[src/rtl/axi4_lite_reg_bridge.sv]
// AXI4-Lite slave front end driving a single-cycle req/ack register bus.
// Write and read paths are independent FSMs, one outstanding transaction each.
// A per-path timeout completes unclaimed accesses with DECERR.
`timescale 1ns/1ps
module axi4_lite_reg_bridge #(
    parameter int ADDR_WIDTH     = 16,
    parameter int TIMEOUT_CYCLES = 16
) (
    input  logic                  axi_clk,
    input  logic                  axi_rstn,
    input  logic [ADDR_WIDTH-1:0] s_axi_awaddr,
    input  logic                  s_axi_awvalid,
    output logic                  s_axi_awready,
    input  logic [31:0]           s_axi_wdata,
    input  logic [3:0]            s_axi_wstrb,
    input  logic                  s_axi_wvalid,
    output logic                  s_axi_wready,
    output logic [1:0]            s_axi_bresp,
    output logic                  s_axi_bvalid,
    input  logic                  s_axi_bready,
    input  logic [ADDR_WIDTH-1:0] s_axi_araddr,
    input  logic                  s_axi_arvalid,
    output logic                  s_axi_arready,
    output logic [31:0]           s_axi_rdata,
    output logic [1:0]            s_axi_rresp,
    output logic                  s_axi_rvalid,
    input  logic                  s_axi_rready,
    output logic                  axi_wreq,
    output logic [13:0]           axi_waddr,
    output logic [31:0]           axi_wdata,
    input  logic                  axi_wack,
    input  logic                  axi_werr,
    output logic                  axi_rreq,
    output logic [13:0]           axi_raddr,
    input  logic [31:0]           axi_rdata,
    input  logic                  axi_rack,
    input  logic                  axi_rerr
);

    // Counter only needs to reach TIMEOUT_CYCLES-1: the timeout fires on the
    // last unacknowledged wait cycle instead of counting one more.
    localparam int CNT_W = (TIMEOUT_CYCLES > 2) ? $clog2(TIMEOUT_CYCLES) : 1;
    localparam logic [CNT_W-1:0] CNT_LAST = CNT_W'(TIMEOUT_CYCLES - 1);

    localparam logic [1:0] RESP_OKAY   = 2'b00;
    localparam logic [1:0] RESP_SLVERR = 2'b10;
    localparam logic [1:0] RESP_DECERR = 2'b11;

    typedef enum logic [1:0] {W_IDLE, W_REQ, W_WAIT, W_RESP} w_state_t;
    typedef enum logic [1:0] {R_IDLE, R_REQ, R_WAIT, R_RESP} r_state_t;

    w_state_t         w_state_reg;
    r_state_t         r_state_reg;
    logic             aw_done_reg;
    logic             w_done_reg;
    logic             wstrb_ok_reg;
    logic [CNT_W-1:0] w_cnt_reg;
    logic [CNT_W-1:0] r_cnt_reg;

    logic             awready_reg;
    logic             wready_reg;
    logic [1:0]       bresp_reg;
    logic             bvalid_reg;
    logic             arready_reg;
    logic [31:0]      rdata_reg;
    logic [1:0]       rresp_reg;
    logic             rvalid_reg;
    logic             wreq_reg;
    logic [13:0]      waddr_reg;
    logic [31:0]      wdata_reg;
    logic             rreq_reg;
    logic [13:0]      raddr_reg;

    logic aw_hs;
    logic w_hs;
    logic ar_hs;
    logic wstrb_ok_now;
    logic unused_addr_bits;

    assign aw_hs        = s_axi_awvalid && awready_reg;
    assign w_hs         = s_axi_wvalid && wready_reg;
    assign ar_hs        = s_axi_arvalid && arready_reg;
    // Strobe decision uses the live strobe if W lands in the completing cycle.
    assign wstrb_ok_now = w_hs ? (s_axi_wstrb == 4'hF) : wstrb_ok_reg;
    // Byte-lane and upper address bits are deliberately ignored.
    assign unused_addr_bits = ^{s_axi_awaddr, s_axi_araddr};

    assign s_axi_awready = awready_reg;
    assign s_axi_wready  = wready_reg;
    assign s_axi_bresp   = bresp_reg;
    assign s_axi_bvalid  = bvalid_reg;
    assign s_axi_arready = arready_reg;
    assign s_axi_rdata   = rdata_reg;
    assign s_axi_rresp   = rresp_reg;
    assign s_axi_rvalid  = rvalid_reg;
    assign axi_wreq      = wreq_reg;
    assign axi_waddr     = waddr_reg;
    assign axi_wdata     = wdata_reg;
    assign axi_rreq      = rreq_reg;
    assign axi_raddr     = raddr_reg;

    // Write FSM: collect AW and W in any order, issue one wreq, await wack or timeout.
    always_ff @(posedge axi_clk or negedge axi_rstn) begin
        if (!axi_rstn) begin
            w_state_reg  <= W_IDLE;
            aw_done_reg  <= 1'b0;
            w_done_reg   <= 1'b0;
            wstrb_ok_reg <= 1'b0;
            w_cnt_reg    <= '0;
            awready_reg  <= 1'b0;
            wready_reg   <= 1'b0;
            bresp_reg    <= 2'b00;
            bvalid_reg   <= 1'b0;
            wreq_reg     <= 1'b0;
            waddr_reg    <= '0;
            wdata_reg    <= '0;
        end else begin
            case (w_state_reg)
                W_IDLE: begin
                    if (aw_hs) begin
                        waddr_reg   <= s_axi_awaddr[15:2];
                        awready_reg <= 1'b0;
                        aw_done_reg <= 1'b1;
                    end else if (!aw_done_reg) begin
                        awready_reg <= 1'b1;
                    end
                    if (w_hs) begin
                        wdata_reg    <= s_axi_wdata;
                        wstrb_ok_reg <= (s_axi_wstrb == 4'hF);
                        wready_reg   <= 1'b0;
                        w_done_reg   <= 1'b1;
                    end else if (!w_done_reg) begin
                        wready_reg <= 1'b1;
                    end
                    if ((aw_done_reg || aw_hs) && (w_done_reg || w_hs)) begin
                        aw_done_reg <= 1'b0;
                        w_done_reg  <= 1'b0;
                        if (wstrb_ok_now) begin
                            wreq_reg    <= 1'b1;
                            w_state_reg <= W_REQ;
                        end else begin
                            // Partial writes are refused without touching the register bus.
                            bresp_reg   <= RESP_SLVERR;
                            bvalid_reg  <= 1'b1;
                            w_state_reg <= W_RESP;
                        end
                    end
                end
                W_REQ: begin
                    wreq_reg    <= 1'b0;
                    w_cnt_reg   <= '0;
                    w_state_reg <= W_WAIT;
                end
                W_WAIT: begin
                    if (axi_wack) begin
                        bresp_reg   <= axi_werr ? RESP_SLVERR : RESP_OKAY;
                        bvalid_reg  <= 1'b1;
                        w_state_reg <= W_RESP;
                    end else if (w_cnt_reg == CNT_LAST) begin
                        bresp_reg   <= RESP_DECERR;
                        bvalid_reg  <= 1'b1;
                        w_state_reg <= W_RESP;
                    end else begin
                        w_cnt_reg <= w_cnt_reg + 1'b1;
                    end
                end
                W_RESP: begin
                    if (s_axi_bready) begin
                        bvalid_reg  <= 1'b0;
                        awready_reg <= 1'b1;
                        wready_reg  <= 1'b1;
                        w_state_reg <= W_IDLE;
                    end
                end
                default: w_state_reg <= W_IDLE;
            endcase
        end
    end

    // Read FSM: accept AR, issue one rreq, await rack or timeout, hold R until taken.
    always_ff @(posedge axi_clk or negedge axi_rstn) begin
        if (!axi_rstn) begin
            r_state_reg <= R_IDLE;
            r_cnt_reg   <= '0;
            arready_reg <= 1'b0;
            rdata_reg   <= '0;
            rresp_reg   <= 2'b00;
            rvalid_reg  <= 1'b0;
            rreq_reg    <= 1'b0;
            raddr_reg   <= '0;
        end else begin
            case (r_state_reg)
                R_IDLE: begin
                    if (ar_hs) begin
                        raddr_reg   <= s_axi_araddr[15:2];
                        arready_reg <= 1'b0;
                        rreq_reg    <= 1'b1;
                        r_state_reg <= R_REQ;
                    end else begin
                        arready_reg <= 1'b1;
                    end
                end
                R_REQ: begin
                    rreq_reg    <= 1'b0;
                    r_cnt_reg   <= '0;
                    r_state_reg <= R_WAIT;
                end
                R_WAIT: begin
                    if (axi_rack) begin
                        rdata_reg   <= axi_rdata;
                        rresp_reg   <= axi_rerr ? RESP_SLVERR : RESP_OKAY;
                        rvalid_reg  <= 1'b1;
                        r_state_reg <= R_RESP;
                    end else if (r_cnt_reg == CNT_LAST) begin
                        rdata_reg   <= '0;
                        rresp_reg   <= RESP_DECERR;
                        rvalid_reg  <= 1'b1;
                        r_state_reg <= R_RESP;
                    end else begin
                        r_cnt_reg <= r_cnt_reg + 1'b1;
                    end
                end
                R_RESP: begin
                    if (s_axi_rready) begin
                        rvalid_reg  <= 1'b0;
                        arready_reg <= 1'b1;
                        r_state_reg <= R_IDLE;
                    end
                end
                default: r_state_reg <= R_IDLE;
            endcase
        end
    end

endmodule

[config.mk]
export PLATFORM = sky130hd
export DESIGN_NAME = axi4_lite_reg_bridge
export DESIGN_NICKNAME = d
export VERILOG_FILES = /design/src/rtl/axi4_lite_reg_bridge.sv
export SDC_FILE = /design/constraint.sdc
export NUM_CORES = 1
export LEC_CHECK = 0
export CORE_UTILIZATION = 40
export CTS_CLUSTER_DIAMETER = 40
export DETAILED_ROUTE_END_ITERATION = 6
export PLACE_DENSITY = 0.77
export SLEW_MARGIN = 20
export SYNTH_ARGS = -nofsm -noshare
export SYNTH_HDL_FRONTEND = slang
export SYNTH_SLANG_ARGS = --single-unit
[constraint.sdc]
create_clock -name axi_clk -period 2.05 [get_ports axi_clk]
set_input_delay 0.205 -clock axi_clk [delete_from_list [all_inputs] [get_ports axi_clk]]
set_output_delay 0.205 -clock axi_clk [all_outputs]
set_load 0.05 [all_outputs]
==> run summary <==
The flow ran to the end, but the final reports show violations. The final reports fail on DRC. Synthesis produced a netlist with a net count of 477. Entering global routing, the biggest net connects 46 pins. The run gives 3819 as the overall via count from detail_route.

The worst path meets setup with 138 ps of slack. Traced cell by cell, the critical path runs through clkdlybuf4s50_1. The run gives 0 as the hold violation total from the final report.

The tools report the number of levels in the clock H-tree as 4. Global routing used 20.9% of the available tracks. Summed over all layers, the global routing overflow is 0.

Setup repair after global routing left no endpoint under its margin. Counting cells, the worst reg-to-reg path comes to 6. The type of the setup path with the least slack was flip-flop to output pin. The static leakage came out at 3.36 nW.

By count the netlist is led by sky130_fd_sc_hd__dfrtp_1 (118), sky130_fd_sc_hd__mux2_2 (62), sky130_fd_sc_hd__a22o_1 (32). The tools report the detailed placement HPWL as 8.92 mm. For the number of distinct library cells after synthesis, the log shows 42. At the placement stage, the worst setup path has a slack of 151 ps. The clock-pin slew on the worst setup and hold paths is 50 ps, and the port buffer count is 209. The final antenna-violating net count was 0; the number of warnings printed during yosys synthesis was 0. The async set-or-reset flop fraction in the synthesized netlist came out at 100%. Clock latency on the worst-skew pair, taken at its later pin, is 400 ps. The largest single stage delay on the critical path is 840 ps.

The synthesized design contains 0 enable-type register cells. Initial antenna violation count: 0. The final setup skew came out at 3.01 ps. The residual DRC count is 14. In the post-synthesis netlist, the biggest area contributors are sky130_fd_sc_hd__dfrtp_1 (62%), sky130_fd_sc_hd__mux2_2 (15%), sky130_fd_sc_hd__a22o_1 (5.8%), sky130_fd_sc_hd__ha_1 (2.6%), sky130_fd_sc_hd__o21ai_0 (1.3%). In the final routed layout, each cell accounts on average for 16.6 um. At the worst endpoint, the required time is 1850 ps.

Flip-flop and latch count after synthesis: 118. Placed instance count: 706. The biggest area contributor in the post-synthesis netlist is sky130_fd_sc_hd__dfrtp_1. After synthesis the cells add up to 4800 um^2. Largest delay contributor family on the critical path: buffers and inverters.

Buffers inserted during clock tree synthesis total 17. Setup total negative slack on the finished layout was measured at 0 ps. Of the cells placed in the final design, the portion with a size suffix greater than 1 is 18.5%. Setup slack on the worst reg-to-reg path comes out at 160 ps.

The gate count after technology mapping came out at 356. The tree is rooted in a sky130_fd_sc_hd__clkbuf_16. In this run the critical register-to-register path is launched from w_state_reg[0]$_DFFE_PN0P_. The terminus of the critical flop-to-flop path is s_axi_bvalid$_DFFE_PN0P_. Static timing analysis puts the maximum clock frequency at 523 MHz.

The die span in x is 112 um. The type of the worst min-delay path was input port to async pin. Number of antenna repair diodes: 0.

The part of the Yosys area used for sequential elements was 61.5%; the via count of the first global-routing pass was 4118. The number of optimization iterations in the first detailed-route pass was 6; the share of the core filled with cells in the final layout was 66.5%. After clock tree synthesis, the repair step resized 0 gates. The area growth from synthesis to layout is 60.3%, and the total wire length after detailed routing is 12.2 mm. The most used flip-flop cell after synthesis is sky130_fd_sc_hd__dfrtp_1.

In this run the mean area of a mapped cell was 13.5 um^2. The tools report the initial DRC count as 137. The share of Yosys cell area claimed by the top area cell type works out to 61.5%. After the flow finishes, the layout carries non-filler instances totaling 738. The tools report the number of buffers between clock root and the deepest sink as 2. The shortest clock period the worst path allows after layout came out at 1910 ps.

Of all nets on the critical path, the largest fanout is 7. At the end of routability-driven placement, the weighted congestion stood at 0.824. The logs give 118 for the clock sink total and 704 for the net count reported at finish.

The region available for standard cell placement spans 11600 um^2. Dividing the detail-routed via count by the number of cells gives 5.17. Data on the critical path arrives at its endpoint at 1710 ps. Most instantiated library cell after synthesis: sky130_fd_sc_hd__dfrtp_1. The first global-routing pass estimated 20.1 mm of wire.

The die footprint was 12400 um^2. The final count of pins violating max slew is 0, and the actual transition at the worst max-transition pin is 554 ps. Max-cap violations in this run came to 0.

In this run the core area contains 39 standard-cell rows. The period utilization was 93.3%; the effective utilization at floorplan was 41.5%. The floorplan step set the die height to 112 um. Buffers added to address setup during post-CTS repair amount to 0. TritonCTS built the clock tree. The worst-path cell with the longest stage delay is sky130_fd_sc_hd__clkdlybuf4s50_1. The power per standard cell area is 1970 nW/um^2, and the final setup violation count is 0. Fill cells in the final layout number 864. For the peak supply drop, the log shows 1.07 mV.

The category of the worst setup path capture point is an output pin. The number of buffers and inverters on the critical path came out at 1. The worst setup path is launched from a flip-flop. For the worst-case headroom to the max-slew limit, the log shows 63.0%. In this run the count of I/O pins placed on the die edge is 214.
## layer usage
metal,vias up,share of wire (%),track usage [%]
met5,-,0,0
li1,1742,-,-
met1,1872,40,24.4
met4,0,3.9,12.7
met2,169,49,34.2
met3,36,7.3,5.82
## layout make-up
type | instances | area, um^2 | area share (%)
Multi-Input combinational cell | 210 | 1730 | 22.5
Clock buffer | 29 | 551 | 7.16
Tap cell | 143 | 179 | 2.33
Timing Repair Buffer | 223 | 2220 | 28.9
Sequential cell | 118 | 2950 | 38.4
Inverter | 13 | 48.8 | 0.634
Clock inverter | 2 | 10.0 | 0.130
## placed cells by master (no fill, tap or decap), types with 2 or more instances in the layout
cell and instances:
sky130_fd_sc_hd__clkbuf_8 8, sky130_fd_sc_hd__ha_1 10, sky130_fd_sc_hd__buf_4 12, sky130_fd_sc_hd__clkbuf_16 17, sky130_fd_sc_hd__nand2_1 14, sky130_fd_sc_hd__mux2_2 62, sky130_fd_sc_hd__o22ai_1 2, sky130_fd_sc_hd__a21oi_1 8
sky130_fd_sc_hd__and2_1 2, sky130_fd_sc_hd__a31oi_1 3, sky130_fd_sc_hd__clkdlybuf4s50_1 208, sky130_fd_sc_hd__dfrtp_1 118, sky130_fd_sc_hd__buf_12 2, sky130_fd_sc_hd__nand2b_1 3, sky130_fd_sc_hd__a21boi_0 3, sky130_fd_sc_hd__inv_1 13
sky130_fd_sc_hd__nor2b_1 8, sky130_fd_sc_hd__nor3_1 2, sky130_fd_sc_hd__mux2i_1 3, sky130_fd_sc_hd__nand3_1 11, sky130_fd_sc_hd__nor2_1 11, sky130_fd_sc_hd__clkinv_2 2, sky130_fd_sc_hd__a32o_1 2, sky130_fd_sc_hd__nand4_1 2
sky130_fd_sc_hd__a22o_1 32, sky130_fd_sc_hd__o21ai_0 12, sky130_fd_sc_hd__clkbuf_1 4
## where the power goes
group	total, mW	switching, mW	leakage (nW)	internal [mW]
registers	4.11	0.650	1.43	3.46
clock network	2.74	0.946	0.280	1.79
logic	8.28	5.14	1.66	3.14
## through the flow
step	total power [mW]	hold slack [ps]	area, um^2
finish	15.1	335	7690
global route	15.8	375	7690
floorplan	9.53	-90.6	4800
detailed placement	12.4	227	7120
CTS	15.3	340	7690
global placement	12.2	215	7120
## worst max-delay path by stage
| stage | from | to | slack [ps] | depth (start not counted) |
|---|---|---|---|---|
| 2_1_floorplan | s_axi_wready$_DFFE_PN0P_ | s_axi_bvalid$_DFFE_PN0P_ | 190 | 4 |
| 3_3_place_gp | s_axi_wvalid | s_axi_bvalid$_DFFE_PN0P_ | 190 | 5 |
| 3_5_place_dp | s_axi_wvalid | s_axi_bvalid$_DFFE_PN0P_ | 150 | 5 |
| 4_1_cts | s_axi_wready$_DFFE_PN0P_ | s_axi_wready | 120 | 1 |
| 5_1_grt | s_axi_wready$_DFFE_PN0P_ | s_axi_wready | 80 | 1 |
| 6_report | s_axi_wready$_DFFE_PN0P_ | s_axi_wready | 140 | 1 |
## cells by family after synthesis
logic type      share of synthesized area (%)
compound gates                           11.4
xor+xnor                                0.365
fa+ha+maj                                2.61
buf+inv                                  2.42
flops                                    61.5
mux                                      15.2
simple gates                             6.49
## timing repair
item,in CTS,in global routing
endpoints found under the hold margin,36,0
endpoints found under the setup margin,0,0
hold buffers,1,0
Power figures use the tool's default switching activity.
